===== config.mk =====
export PLATFORM = sky130hd
export DESIGN_NAME = srp16_boot_loader
export DESIGN_NICKNAME = d
export VERILOG_FILES = /design/src/rtl/srp16_boot_pkg.sv /design/src/rtl/srp16_word_assembler.sv /design/src/rtl/srp16_boot_loader.sv
export SDC_FILE = /design/constraint.sdc
export NUM_CORES = 1
export LEC_CHECK = 0
export ABC_AREA = 1
export BUFFER_PORTS_ARGS = -buffer_cell sky130_fd_sc_hd__buf_2
export CAP_MARGIN = 20
export CORE_UTILIZATION = 38
export DETAILED_ROUTE_END_ITERATION = 10
export SLEW_MARGIN = 15
export SYNTH_ARGS = -nofsm -noshare
export SYNTH_HDL_FRONTEND = slang
export SYNTH_HIERARCHICAL = 1
export SYNTH_SLANG_ARGS = --single-unit
export TNS_END_PERCENT = 20

===== constraint.sdc =====
create_clock -name clk -period 3.65 [get_ports clk]
set_input_delay 0.365 -clock clk [delete_from_list [all_inputs] [get_ports clk]]
set_output_delay 0.365 -clock clk [all_outputs]
set_load 0.03 [all_outputs]

===== src/rtl/srp16_boot_pkg.sv =====
// Shared types and constants for the SRP16 byte-stream boot loader.
// Frame layout: MAGIC0 MAGIC1 LEN_LO LEN_HI {LO HI}*LEN CSUM.
package srp16_boot_pkg;

  typedef enum logic [3:0] {
    ST_IDLE,
    ST_HDR1,
    ST_LEN_LO,
    ST_LEN_HI,
    ST_DATA_LO,
    ST_DATA_HI,
    ST_CSUM,
    ST_DONE,
    ST_ERROR
  } state_e;

  localparam logic [7:0] MAGIC0_DEF = 8'h5A;
  localparam logic [7:0] MAGIC1_DEF = 8'hA5;

  // Header (4 bytes) plus trailing checksum byte.
  localparam int unsigned FRAME_OVERHEAD = 5;

  function automatic logic [7:0] csum_add(input logic [7:0] sum, input logic [7:0] dat);
    return sum + dat;
  endfunction

endpackage


===== src/rtl/srp16_word_assembler.sv =====
// Pairs LO/HI bytes into a 16-bit word, keeps the running 8-bit data checksum and
// issues a one-cycle write the cycle after the high byte is accepted; never stalls.
module srp16_word_assembler
  import srp16_boot_pkg::*;
#(
  parameter int                    ADDR_WIDTH = 16,
  parameter int                    DATA_WIDTH = 16,
  parameter logic [ADDR_WIDTH-1:0] LOAD_BASE  = '0
) (
  input  logic                  clk,
  input  logic                  rst_n,
  input  logic [7:0]            byte_dat,
  input  logic                  lo_vld,
  input  logic                  hi_vld,
  input  logic                  csum_clr,
  input  logic [ADDR_WIDTH-1:0] word_addr,
  output logic [7:0]            csum,
  output logic                  mem_we,
  output logic [ADDR_WIDTH-1:0] mem_addr,
  output logic [DATA_WIDTH-1:0] mem_wdata
);

  logic [7:0]            lo_q,    lo_d;
  logic [7:0]            csum_q,  csum_d;
  logic                  we_q,    we_d;
  logic [ADDR_WIDTH-1:0] addr_q,  addr_d;
  logic [DATA_WIDTH-1:0] wdata_q, wdata_d;

  always_comb begin
    lo_d    = lo_q;
    csum_d  = csum_q;
    we_d    = 1'b0;
    addr_d  = addr_q;
    wdata_d = wdata_q;

    if (csum_clr) begin
      csum_d = '0;
    end

    if (lo_vld) begin
      lo_d   = byte_dat;
      csum_d = csum_add(csum_q, byte_dat);
    end

    // Address and data are captured together so the write is self-contained.
    if (hi_vld) begin
      csum_d  = csum_add(csum_q, byte_dat);
      we_d    = 1'b1;
      addr_d  = word_addr;
      wdata_d = {byte_dat, lo_q};
    end
  end

  always_ff @(posedge clk or negedge rst_n) begin
    if (!rst_n) begin
      lo_q    <= '0;
      csum_q  <= '0;
      we_q    <= 1'b0;
      addr_q  <= LOAD_BASE;
      wdata_q <= '0;
    end else begin
      lo_q    <= lo_d;
      csum_q  <= csum_d;
      we_q    <= we_d;
      addr_q  <= addr_d;
      wdata_q <= wdata_d;
    end
  end

  assign csum      = csum_q;
  assign mem_we    = we_q;
  assign mem_addr  = addr_q;
  assign mem_wdata = wdata_q;

endmodule


===== src/rtl/srp16_boot_loader.sv =====
// Frame-parsing boot loader: holds SRP16 in reset, loads a checksummed image, then releases it.
// Accepts one byte per cycle except in DONE/ERROR (in_ready low); word writes land one cycle after the HI byte.
module srp16_boot_loader
  import srp16_boot_pkg::*;
#(
  parameter int                    ADDR_WIDTH = 16,
  parameter int                    DATA_WIDTH = 16,
  parameter logic [ADDR_WIDTH-1:0] LOAD_BASE  = '0,
  parameter logic [7:0]            MAGIC0     = MAGIC0_DEF,
  parameter logic [7:0]            MAGIC1     = MAGIC1_DEF
) (
  input  logic                  clk,
  input  logic                  reset,
  input  logic [7:0]            in_data,
  input  logic                  in_valid,
  output logic                  in_ready,
  input  logic                  restart,
  output logic                  mem_we,
  output logic [ADDR_WIDTH-1:0] mem_addr,
  output logic [DATA_WIDTH-1:0] mem_wdata,
  output logic                  cpu_reset,
  output logic                  done,
  output logic                  error,
  output logic [15:0]           word_count
);

  state_e      state_q, state_d;
  logic [15:0] length_q, length_d;
  logic [15:0] word_count_q, word_count_d;

  logic                  accept;
  logic                  lo_vld;
  logic                  hi_vld;
  logic                  csum_clr;
  logic [7:0]            csum;
  logic [ADDR_WIDTH-1:0] word_addr;

  assign in_ready  = (state_q != ST_DONE) && (state_q != ST_ERROR);
  assign accept    = in_valid && in_ready;
  assign word_addr = LOAD_BASE + ADDR_WIDTH'(word_count_q);

  always_comb begin
    state_d      = state_q;
    length_d     = length_q;
    word_count_d = word_count_q;
    lo_vld       = 1'b0;
    hi_vld       = 1'b0;
    csum_clr     = 1'b0;

    case (state_q)
      ST_IDLE: begin
        // Non-magic bytes are dropped silently so the loader can lock onto a frame mid-stream.
        if (accept && (in_data == MAGIC0)) begin
          state_d = ST_HDR1;
        end
      end
      ST_HDR1: begin
        if (accept) begin
          state_d = (in_data == MAGIC1) ? ST_LEN_LO : ST_ERROR;
        end
      end
      ST_LEN_LO: begin
        if (accept) begin
          length_d[7:0] = in_data;
          state_d       = ST_LEN_HI;
        end
      end
      ST_LEN_HI: begin
        if (accept) begin
          length_d[15:8] = in_data;
          csum_clr       = 1'b1;
          word_count_d   = '0;
          state_d        = ({in_data, length_q[7:0]} == 16'h0000) ? ST_CSUM : ST_DATA_LO;
        end
      end
      ST_DATA_LO: begin
        if (accept) begin
          lo_vld  = 1'b1;
          state_d = ST_DATA_HI;
        end
      end
      ST_DATA_HI: begin
        if (accept) begin
          hi_vld       = 1'b1;
          word_count_d = word_count_q + 16'd1;
          state_d      = ((word_count_q + 16'd1) == length_q) ? ST_CSUM : ST_DATA_LO;
        end
      end
      ST_CSUM: begin
        if (accept) begin
          state_d = (in_data == csum) ? ST_DONE : ST_ERROR;
        end
      end
      ST_DONE, ST_ERROR: begin
        if (restart) begin
          state_d      = ST_IDLE;
          word_count_d = '0;
        end
      end
      default: begin
        state_d = ST_IDLE;
      end
    endcase
  end

  always_ff @(posedge clk or negedge reset) begin
    if (!reset) begin
      state_q      <= ST_IDLE;
      length_q     <= '0;
      word_count_q <= '0;
    end else begin
      state_q      <= state_d;
      length_q     <= length_d;
      word_count_q <= word_count_d;
    end
  end

  srp16_word_assembler #(
    .ADDR_WIDTH(ADDR_WIDTH),
    .DATA_WIDTH(DATA_WIDTH),
    .LOAD_BASE (LOAD_BASE)
  ) u_asm (
    .clk      (clk),
    .rst_n    (reset),
    .byte_dat (in_data),
    .lo_vld   (lo_vld),
    .hi_vld   (hi_vld),
    .csum_clr (csum_clr),
    .word_addr(word_addr),
    .csum     (csum),
    .mem_we   (mem_we),
    .mem_addr (mem_addr),
    .mem_wdata(mem_wdata)
  );

  // Core is released only by a verified image.
  assign cpu_reset  = (state_q != ST_DONE);
  assign done       = (state_q == ST_DONE);
  assign error      = (state_q == ST_ERROR);
  assign word_count = word_count_q;

endmodule


==> results of run 1 <==
## worst max path at each step
stage	start	end	slack [ps]	depth (start not counted)
6_report	state_q[0]	u_asm/mem_addr[6]	1080	8
5_1_grt	state_q[0]	u_asm/mem_addr[11]	900	8
4_1_cts	state_q[0]	u_asm/mem_addr[6]	1050	8
3_5_place_dp	state_q[0]	u_asm/mem_addr[6]	1090	8
3_3_place_gp	state_q[2]	u_asm/mem_addr[3]	1160	11
2_1_floorplan	state_q[3]	u_asm/csum[0]	1350	14
## cells by family (layout without fill, tap and decap cells)
logic type / after synthesis / in the layout / share of synthesized area, %
buffers and inverters: 73 / 145 / 6.49
multiplexers: 24 / 24 / 6.02
flip-flops: 85 / 85 / 47.4
XOR/XNOR: 21 / 21 / 5.02
adder cells (fa/ha/maj): 9 / 9 / 2.67
AND/OR/NAND/NOR: 238 / 238 / 23.5
AO/OA/AOI/OAI: 71 / 71 / 8.92
## routing by layer
| layer | up-vias | track usage, % | wire, um |
|---|---|---|---|
| met4 | 0 | 9.60 | 231 |
| met1 | 1801 | 23.5 | 4930 |
| met3 | 18 | 2.84 | 312 |
| met2 | 79 | 29.4 | 4910 |
| met5 | - | 0 | 0 |
| li1 | 1846 | - | - |
## per-stage QoR
stage / setup WS, ps / hold slack [ps]
after floorplan: 1350 / 69.4
after global placement: 1160 / 484
after detailed placement: 1090 / 492
after CTS: 1050 / 281
after global routing: 896 / 153
final: 1080 / 74.9
## sequential cells by signal, indices dropped and copies added (netlist names)
name / cells
u_asm/csum: 8
u_asm/mem_wdata: 16
state_q: 4
word_count: 16
u_asm/mem_we: 1
length_q: 16
u_asm/lo_q: 8
u_asm/mem_addr: 16
## worst max-delay path: cells and delay by family (launching register included)
kind                   cells  cell delay (ps)
buffers and inverters      2              680
DFF                        1              450
muxes                      1              400
and+or+nand+nor            5              890
## power breakdown
| group | total, uW | internal (uW) | switching (uW) |
|---|---|---|---|
| clock | 900 | 533 | 367 |
| combinational | 1410 | 523 | 882 |
| sequential | 1450 | 1240 | 215 |
## placed cells by master (no fill, tap or decap), types with 2 or more instances in the layout
master                      Yosys  final
sky130_fd_sc_hd__nand2_1      134    134
sky130_fd_sc_hd__nand3_1       28     28
sky130_fd_sc_hd__nor3_1         3      3
sky130_fd_sc_hd__xnor3_1        3      3
sky130_fd_sc_hd__nor4_1         6      6
sky130_fd_sc_hd__nor2_1        33     33
sky130_fd_sc_hd__xnor2_1       14     14
sky130_fd_sc_hd__buf_2          7     63
sky130_fd_sc_hd__ha_1           8      8
sky130_fd_sc_hd__a21oi_2        2      2
sky130_fd_sc_hd__buf_4          0      2
sky130_fd_sc_hd__inv_1         58     58
sky130_fd_sc_hd__mux2_2        24     24
sky130_fd_sc_hd__a22o_1         2      2
sky130_fd_sc_hd__nor2_2        12     12
sky130_fd_sc_hd__dfrtp_1       85     85
sky130_fd_sc_hd__nand4_1        4      4
sky130_fd_sc_hd__clkinv_2       0      2
sky130_fd_sc_hd__clkbuf_16      0      9
sky130_fd_sc_hd__clkbuf_8       0      4
sky130_fd_sc_hd__xor2_1         4      4
sky130_fd_sc_hd__nand3b_1       8      8
sky130_fd_sc_hd__o22ai_1       10     10
sky130_fd_sc_hd__a21oi_1       14     14
sky130_fd_sc_hd__inv_2          4      4
sky130_fd_sc_hd__nand2_2        5      5
sky130_fd_sc_hd__o21ai_0       37     37
## area by class of cell
cell class | instances | share of cell area [%]
Sequential cell | 85 | 40.5
Clock inverter | 3 | 0.333
Clock buffer | 13 | 5.33
Multi-Input combinational cell | 363 | 39.4
Tap cell | 143 | 3.41
Inverter | 63 | 4.50
Timing Repair Buffer | 66 | 6.50
==> results.ini, run 1 <==
[placement]
place.port_buffers=64
place.gp.congestion=0.879
placement_stage_cell_area_sq_um=4950
place.detailed.hpwl_um=7530
place.detailed.instances=720

[yosys]
synthMostInstantiatedCell=sky130_fd_sc_hd__nand2_1
ys.flop_type=sky130_fd_sc_hd__dfrtp_1
syn-mean-instance-area_sq_um=8.62
synthesis.nets=542
synth.lib_cells_used.distinct=39
netlist_top_cells_area=sky130_fd_sc_hd__dfrtp_1, sky130_fd_sc_hd__nand2_1, sky130_fd_sc_hd__mux2_2, sky130_fd_sc_hd__inv_1, sky130_fd_sc_hd__o21ai_0
async_flop_share_pct=100
synth_largest_type_area_fraction_pct=47.4
syn-cell-area_sq_um=4490
synthDominantAreaCellType=sky130_fd_sc_hd__dfrtp_1
ys_seq_area_share_pct=47.4
commonest_cells_post_synth=sky130_fd_sc_hd__nand2_1, sky130_fd_sc_hd__dfrtp_1, sky130_fd_sc_hd__inv_1
synth-warning-count=6
yosys_register_bits=85
synthCells=521
edff_count_synth=0

[min_path]
worstHoldPathType=in -> async

[setup_path]
crit_path_cell_trace=nor2_1, nand3_1, nand2_4, nor2_4, nand2_1, inv_1, buf_4, mux2_2
critPathLaunchType=flop
arrival_ps=2790
cpPeakStageDelay_ps=470
worst-path-max-fanout=44
timing.critical_path.required_ps=3870
reg2reg_setup_slack_ps=1080
worstReg2RegStart=state_q[0]
worst_path_max_delay_cell=sky130_fd_sc_hd__buf_4
criticalPathCategory=reg -> reg
worst_reg2reg_path_endpoint=u_asm/mem_addr[6]
r2r.worst_path.cells=8
critical_path.endpoint_type=flop

[drt]
routed_wirelength_um=10400
wl_per_cell_um=14.1
drt-initial-drc-count=217
post_detailed_route_count_of_antenna_violating_nets=0
vias_per_cell=5.09
via_count=3744
drt-pass1-iter-count=5
drc=0

[floorplanning]
rows=39
design.core.area_sq_um=11500
die_height_um=111
die_area_sq_um=12300
chipWidth_um=111
floorplan.io_pins=65
starting_density_pct=39.2

[layout]
fin_cells=736
num_antenna_cells=0
register_area_sq_um=2130
final_cell_area_sq_um=5250
final_layout_size_suffix_gt1_share_pct=22.6
post-route-util_pct=45.8
total_area_of_multi_input_combinational_cells_sq_um=2070
fin_nets=609
area_growth_syn_to_layout_pct=17.0
n_fill_cell=1125

[pwr]
leakagePower_uw=0.00265
vdd.ir_drop.worst_v=0.000310
design_power_total_uw=3760
power-per-cell-area_nw_per_um2=716

[cts]
tritoncts=done
cts_resized=0
clk_latency_ps=340
tritoncts_num_sinks=85
root_buffer=sky130_fd_sc_hd__clkbuf_16
cts_hold_buffers_added=0
cts.clk_slew.worst_paths_ps=60
cts_buffer_depth=2
htreeDepth=3
cts_buffers=9
cts_setup_buffers=0

[sta]
max-slew-margin-rel_pct=47.9
worstMarginPinSlew_ps=782
post-route-min-period_ps=2570
grt_setup_unrepaired=false
timing_hold_violations_final=0
timing.fmax_ghz=0.389
final_max_slew_viol_count=0
finalSetupViolCount=0
share_of_the_cycle_needed_by_the_critical_path_after_routing_pct=70.4
clock_skew_ps=9.45
setup-tns-final_ps=0

[global_route]
first_global_vias=3676
antenna_found_initial=0
groute.usage.overall_pct=18.2
wire_length_of_the_first_global_routing_pass_um=17700
overflow=0
maximum_number_of_pins_on_one_net_before_global_route_repair=86

[status]
outcome=complete, no violations

[run]
drv.max_cap_violation_count=0

No activity file was read; power rests on OpenSTA's default activity.
==> inputs of run 2 (changes only) <==
==> constraint.sdc (replaced) <==
create_clock -name clk -period 2.5 [get_ports clk]
set_input_delay 0.25 -clock clk [delete_from_list [all_inputs] [get_ports clk]]
set_output_delay 0.25 -clock clk [all_outputs]
set_load 0.03 [all_outputs]
==> results.ini, run 2 (synthesized netlist as in run 1, its figures left out) <==
[min_path]
worstHoldPathType=in -> reg  ; was in -> async
hold_path_depth=3
worst_hold_path.endpoint=u_asm/lo_q[3]
hold_path_startpoint=in_data[3]

[layout]
fin_nets=617  ; was 609
num_antenna_cells=0  ; unchanged
post-route-util_pct=45.9  ; was 45.8%
most-common-layout-cells=sky130_fd_sc_hd__nand2_1, sky130_fd_sc_hd__dfrtp_1, sky130_fd_sc_hd__buf_2, sky130_fd_sc_hd__inv_1, sky130_fd_sc_hd__o21ai_0  ; unchanged
fin_cells=742  ; was 736
layout_commonest_cell=sky130_fd_sc_hd__nand2_1  ; unchanged
area_growth_syn_to_layout_pct=17.2  ; was 17.0%
n_fill_cell=1122  ; was 1125
final_layout_size_suffix_gt1_share_pct=22.7  ; was 22.6%

[global_route]
grtUsageMet3_pct=3.34  ; was 2.84%
antenna_found_initial=0  ; unchanged
maximum_number_of_pins_on_one_net_before_global_route_repair=55  ; was 86
overflow=0  ; unchanged
global_routing_s_busiest_layer=met2  ; unchanged
groute.usage.overall_pct=17.9  ; was 18.2%
wire_length_of_the_first_global_routing_pass_um=17400  ; was 17700 um
first_global_vias=3581  ; was 3676
grt_util_met1_pct=23.4  ; was 23.5%
grt_use_met2_pct=29.0  ; was 29.4%

[cts]
cts_buffers=9  ; unchanged
root_buffer=sky130_fd_sc_hd__clkbuf_16  ; unchanged
clk_latency_ps=340  ; about the same
tritoncts_num_sinks=85  ; unchanged
cts_setup_buffers=0  ; unchanged
htreeDepth=3  ; unchanged
cts_buffer_depth=2  ; unchanged
tritoncts=done  ; unchanged
cts.clk_slew.worst_paths_ps=60  ; about the same

[sta]
final_max_slew_viol_count=0  ; unchanged
share_of_the_cycle_needed_by_the_critical_path_after_routing_pct=82.0  ; was 70.4%
grt_setup_unrepaired=false  ; unchanged
finalSetupViolCount=0  ; unchanged
timing_hold_violations_final=0  ; unchanged
worstMarginPinSlew_ps=686  ; was 782 ps
max-slew-margin-rel_pct=54.2  ; was 47.9%
setup-tns-final_ps=0  ; unchanged
timing.fmax_ghz=0.488  ; was 0.389 GHz
post-route-min-period_ps=2050  ; was 2570 ps
clock_skew_ps=7.59  ; was 9.45 ps

[drt]
drt-initial-drc-count=164  ; was 217
routed_wirelength_um=10500  ; was 10400 um
drt-pass1-iter-count=4  ; was 5
vias_per_cell=4.98  ; was 5.09
wl_per_cell_um=14.2  ; was 14.1 um
drc=0  ; unchanged
via_count=3692  ; was 3744
post_detailed_route_count_of_antenna_violating_nets=0  ; unchanged

[floorplanning]
die_area_sq_um=12300  ; unchanged
floorplan.io_pins=65  ; unchanged
starting_density_pct=39.2  ; unchanged
design.core.area_sq_um=11500  ; unchanged
die_height_um=111  ; unchanged
rows=39  ; unchanged
chipWidth_um=111  ; unchanged

[placement]
place.gp.congestion=0.840  ; was 0.879
place.port_buffers=64  ; unchanged
place.detailed.hpwl_um=7720  ; was 7530 um
place.detailed.instances=727  ; was 720

[run]
drv.max_cap_violation_count=0  ; unchanged

[pwr]
power-per-cell-area_nw_per_um2=1020  ; was 716 nW/um^2
vdd.ir_drop.worst_v=0.000462  ; was 0.000310 V
leakagePower_uw=0.00266  ; was 0.00265 uW

[setup_path]
timing.critical_path.from=state_q[0]  ; unchanged
worst-path-max-fanout=36  ; was 44
worst_path_max_delay_cell=sky130_fd_sc_hd__dfrtp_1  ; was sky130_fd_sc_hd__buf_4
crit_path_cell_trace=nor2_1, nand3_1, nand2_4, nor2_4, nand2_1, inv_1, buf_4, mux2_2  ; unchanged
reg2reg_setup_slack_ps=450  ; was 1080 ps
criticalPathCategory=reg -> reg  ; unchanged
worstReg2RegStart=state_q[0]  ; unchanged
cpPeakStageDelay_ps=440  ; was 470 ps
r2r.worst_path.cells=8  ; unchanged
timing.critical_path.required_ps=2720  ; was 3870 ps
arrival_ps=2270  ; was 2790 ps
worst_reg2reg_path_endpoint=u_asm/mem_addr[13]  ; was u_asm/mem_addr[6]
critPathLaunchType=flop  ; unchanged
critical_path.endpoint_type=flop  ; unchanged

[status]
outcome=complete, no violations  ; unchanged

==> run 2: how the worst max path moves through the flow <==
stage               cells past startpoint                 end  slack [ps]
floorplan                              14       u_asm/csum[0]         200
global placement                       11  u_asm/mem_addr[13]         510
detailed placement                      8   u_asm/mem_addr[9]         450
CTS                                     8   u_asm/mem_addr[9]         440
global route                           12       u_asm/csum[5]         310
finish                                  8  u_asm/mem_addr[13]         450
==> run 2: layer usage <==
layer / wire [um] / up-vias
li1: - / 1848
met1: 4920 / 1744
met2: 5010 / 83
met3: 406 / 17
met4: 212 / 0
met5: 0 / -
==> run 2: stage by stage <==
stage	instance area, sq um	hold slack [ps]	setup slack, ps	total power (uW)
6_report	5260	240	451	5380
5_1_grt	5260	261	313	5750
4_1_cts	5260	242	435	5430
3_5_place_dp	5000	339	448	4230
3_3_place_gp	5000	335	509	4170
2_1_floorplan	4490	-45.6	202	3640
==> run 2: layout make-up <==
class | instances | area, sq um | area share (%)
flip-flops and latches | 85 | 2130 | 40.4
multi-input cells | 363 | 2070 | 39.4
repair buffers | 74 | 400 | 7.61
clock buffers | 12 | 236 | 4.49
inverters | 63 | 236 | 4.49
well taps | 143 | 179 | 3.40
clock inverters | 2 | 12.5 | 0.238
==> run 2: timing repair <==
item	CTS	global route
gates resized for setup	0	0
hold endpoints to repair	51	0
hold buffers	1	0
==> run 2: worst max-delay path, delay by kind of cell (launching register included) <==
kind,cells,cell delay [ps]
DFF,1,440
muxes,1,380
buffers and inverters,2,500
and+or+nand+nor,5,580
==> run 2: power by group <==
part           leakage [uW]  switching, uW  internal [uW]
Combinational       0.00141           1300            784
Clock              0.000119            519            661
Sequential          0.00113            299           1810
Total               0.00266           2120           3250
==> inputs of run 3 (changes only) <==
==> constraint.sdc (replaced) <==
create_clock -name clk -period 2.1 [get_ports clk]
set_input_delay 0.21 -clock clk [delete_from_list [all_inputs] [get_ports clk]]
set_output_delay 0.21 -clock clk [all_outputs]
set_load 0.03 [all_outputs]
==> results.ini, run 3 (synthesized netlist as in run 1, its figures left out) <==
[sta]
clock_skew_ps=9.15  ; was 7.59 ps
final_critical_path_setup_slack_ps=170  ; was 451 ps
grt_setup_unrepaired=false  ; unchanged
share_of_the_cycle_needed_by_the_critical_path_after_routing_pct=91.9  ; was 82.0%
final_max_slew_viol_count=0  ; unchanged
post-route-min-period_ps=1930  ; was 2050 ps
timing_hold_violations_final=0  ; unchanged
setup-tns-final_ps=0  ; unchanged
worstMarginPinSlew_ps=526  ; was 686 ps
max-slew-margin-rel_pct=64.6  ; was 54.2%
timing.fmax_ghz=0.518  ; was 0.488 GHz
finalSetupViolCount=0  ; unchanged

[layout]
final_layout_size_suffix_gt1_share_pct=25.0  ; was 22.7%
num_antenna_cells=0  ; unchanged
most-common-layout-cells=sky130_fd_sc_hd__nand2_1, sky130_fd_sc_hd__dfrtp_1, sky130_fd_sc_hd__buf_2, sky130_fd_sc_hd__inv_1, sky130_fd_sc_hd__o21ai_0  ; unchanged
area_growth_syn_to_layout_pct=20.3  ; was 17.2%
final_cell_area_sq_um=5400  ; was 5260 sq um
fin_nets=621  ; was 617
fin_cells=748  ; was 742
n_fill_cell=1085  ; was 1122
layout_commonest_cell=sky130_fd_sc_hd__nand2_1  ; unchanged

[placement]
place.port_buffers=64  ; unchanged
place.detailed.hpwl_um=7740  ; was 7720 um
place.detailed.instances=727  ; unchanged
pre_cts_ws_ps=147  ; was 448 ps
placement_stage_cell_area_sq_um=5040  ; was 5000 sq um
place.gp.congestion=0.869  ; was 0.840

[floorplanning]
design.core.area_sq_um=11500  ; unchanged
rows=39  ; unchanged
floorplan.io_pins=65  ; unchanged
die_area_sq_um=12300  ; unchanged
chipWidth_um=111  ; unchanged
starting_density_pct=39.2  ; unchanged
die_height_um=111  ; unchanged

[pwr]
design_power_total_uw=6700  ; was 5380 uW
leakagePower_uw=0.00271  ; was 0.00266 uW
power-per-cell-area_nw_per_um2=1240  ; was 1020 nW/um^2
vdd.ir_drop.worst_v=0.000702  ; was 0.000462 V

[setup_path]
worst-path-max-fanout=8  ; was 36
timing.critical_path.from=state_q[2]  ; was state_q[0]
worstReg2RegStart=state_q[2]  ; was state_q[0]
crit_path_cell_trace=inv_1, nor2_4, inv_2, nor2_4, inv_4, nand2_4, nor2_4, inv_1, nor2_1, nor2_2, inv_2, or2_1, inv_2, a22o_1  ; was nor2_1, nand3_1, nand2_4, nor2_4, nand2_1, inv_1, buf_4, mux2_2
arrival_ps=2160  ; was 2270 ps
criticalPathCategory=reg -> reg  ; unchanged
timing.critical_path.required_ps=2330  ; was 2720 ps
critPathLaunchType=flop  ; unchanged
r2r.worst_path.cells=14  ; was 8
critical_path.endpoint_type=flop  ; unchanged
cpPeakStageDelay_ps=390  ; was 440 ps
worst_path_max_delay_cell=sky130_fd_sc_hd__dfrtp_1  ; unchanged
reg2reg_setup_slack_ps=170  ; was 450 ps
worst_reg2reg_path_endpoint=u_asm/csum[1]  ; was u_asm/mem_addr[13]
worst_setup_path_endpoint=u_asm/csum[1]  ; was u_asm/mem_addr[13]

[drt]
vias_per_cell=4.99  ; was 4.98
via_count=3733  ; was 3692
drt-pass1-iter-count=4  ; unchanged
drc=0  ; unchanged
wl_per_cell_um=14.1  ; was 14.2 um
drt-initial-drc-count=181  ; was 164
post_detailed_route_count_of_antenna_violating_nets=0  ; unchanged
routed_wirelength_um=10600  ; was 10500 um

[global_route]
wire_length_of_the_first_global_routing_pass_um=18000  ; was 17400 um
maximum_number_of_pins_on_one_net_before_global_route_repair=63  ; was 55
first_global_vias=3726  ; was 3581
antenna_found_initial=0  ; unchanged
overflow=0  ; unchanged
groute.usage.overall_pct=18.5  ; was 17.9%

[cts]
htreeDepth=3  ; unchanged
cts_buffers=9  ; unchanged
clk_latency_ps=350  ; was 340 ps
root_buffer=sky130_fd_sc_hd__clkbuf_16  ; unchanged
tritoncts=done  ; unchanged
tritoncts_num_sinks=85  ; unchanged
cts.clk_slew.worst_paths_ps=60  ; about the same
cts_buffer_depth=2  ; unchanged

[min_path]
worstHoldPathType=in -> reg  ; unchanged
hold_path_startpoint=in_data[3]  ; unchanged

[run]
drv.max_cap_violation_count=0  ; unchanged

[status]
outcome=complete, no violations  ; unchanged

-- run 3: worst min path at each step --
stage,slack (ps),depth (start not counted),end
floorplan,-90,0,length_q[0]
global placement,140,1,u_asm/mem_addr[10]
detailed placement,150,1,u_asm/mem_addr[9]
CTS,210,3,u_asm/lo_q[3]
global route,220,3,u_asm/lo_q[7]
finish,220,3,u_asm/lo_q[3]
-- run 3: per-layer routing --
layer / GRT usage [%] / wire length, um / vias to the layer above
met3: 3.01 / 396 / 14
met5: 0 / 0 / -
met1: 24.2 / 4830 / 1779
li1: - / - / 1860
met4: 7.38 / 184 / 0
met2: 30.7 / 5140 / 80
-- run 3: layout make-up --
class / instances / area, sq um / area share [%]
Tap cell: 143 / 179 / 3.31
Timing Repair Buffer: 78 / 455 / 8.43
Clock buffer: 11 / 243 / 4.49
Multi-Input combinational cell: 363 / 2100 / 38.8
Inverter: 63 / 239 / 4.42
Sequential cell: 85 / 2130 / 39.4
Clock inverter: 5 / 60.1 / 1.11
-- run 3: power breakdown --
group          total, uW  switching (uW)  internal (uW)
Clock               1620             666            957
Sequential          2520             362           2160
Combinational       2560            1580            976
Total               6700            2610           4090
-- run 3: through the flow --
| stage | utilization [%] | hold slack, ps |
|---|---|---|
| after floorplan | - | -85.6 |
| after global placement | 43.9 | 139 |
| after detailed placement | 43.9 | 146 |
| after CTS | 46.7 | 211 |
| after global routing | 47.1 | 219 |
| final | 47.1 | 216 |
-- run 3: worst max-delay path: cells and delay by family (launching register included) --
family	cells	cell delay, ps
simple gates	7	720
compound gates	1	180
buf+inv	6	520
flops	1	390
-- run 3: repair_timing --
| item | 4_1_cts | 5_1_grt |
|---|---|---|
| endpoints found under the setup margin | 0 | 9 |
| hold buffers | 1 | 0 |
| gates resized for setup | 0 | 8 |
| setup buffers | 0 | 4 |
| hold endpoints to repair | 23 | 0 |
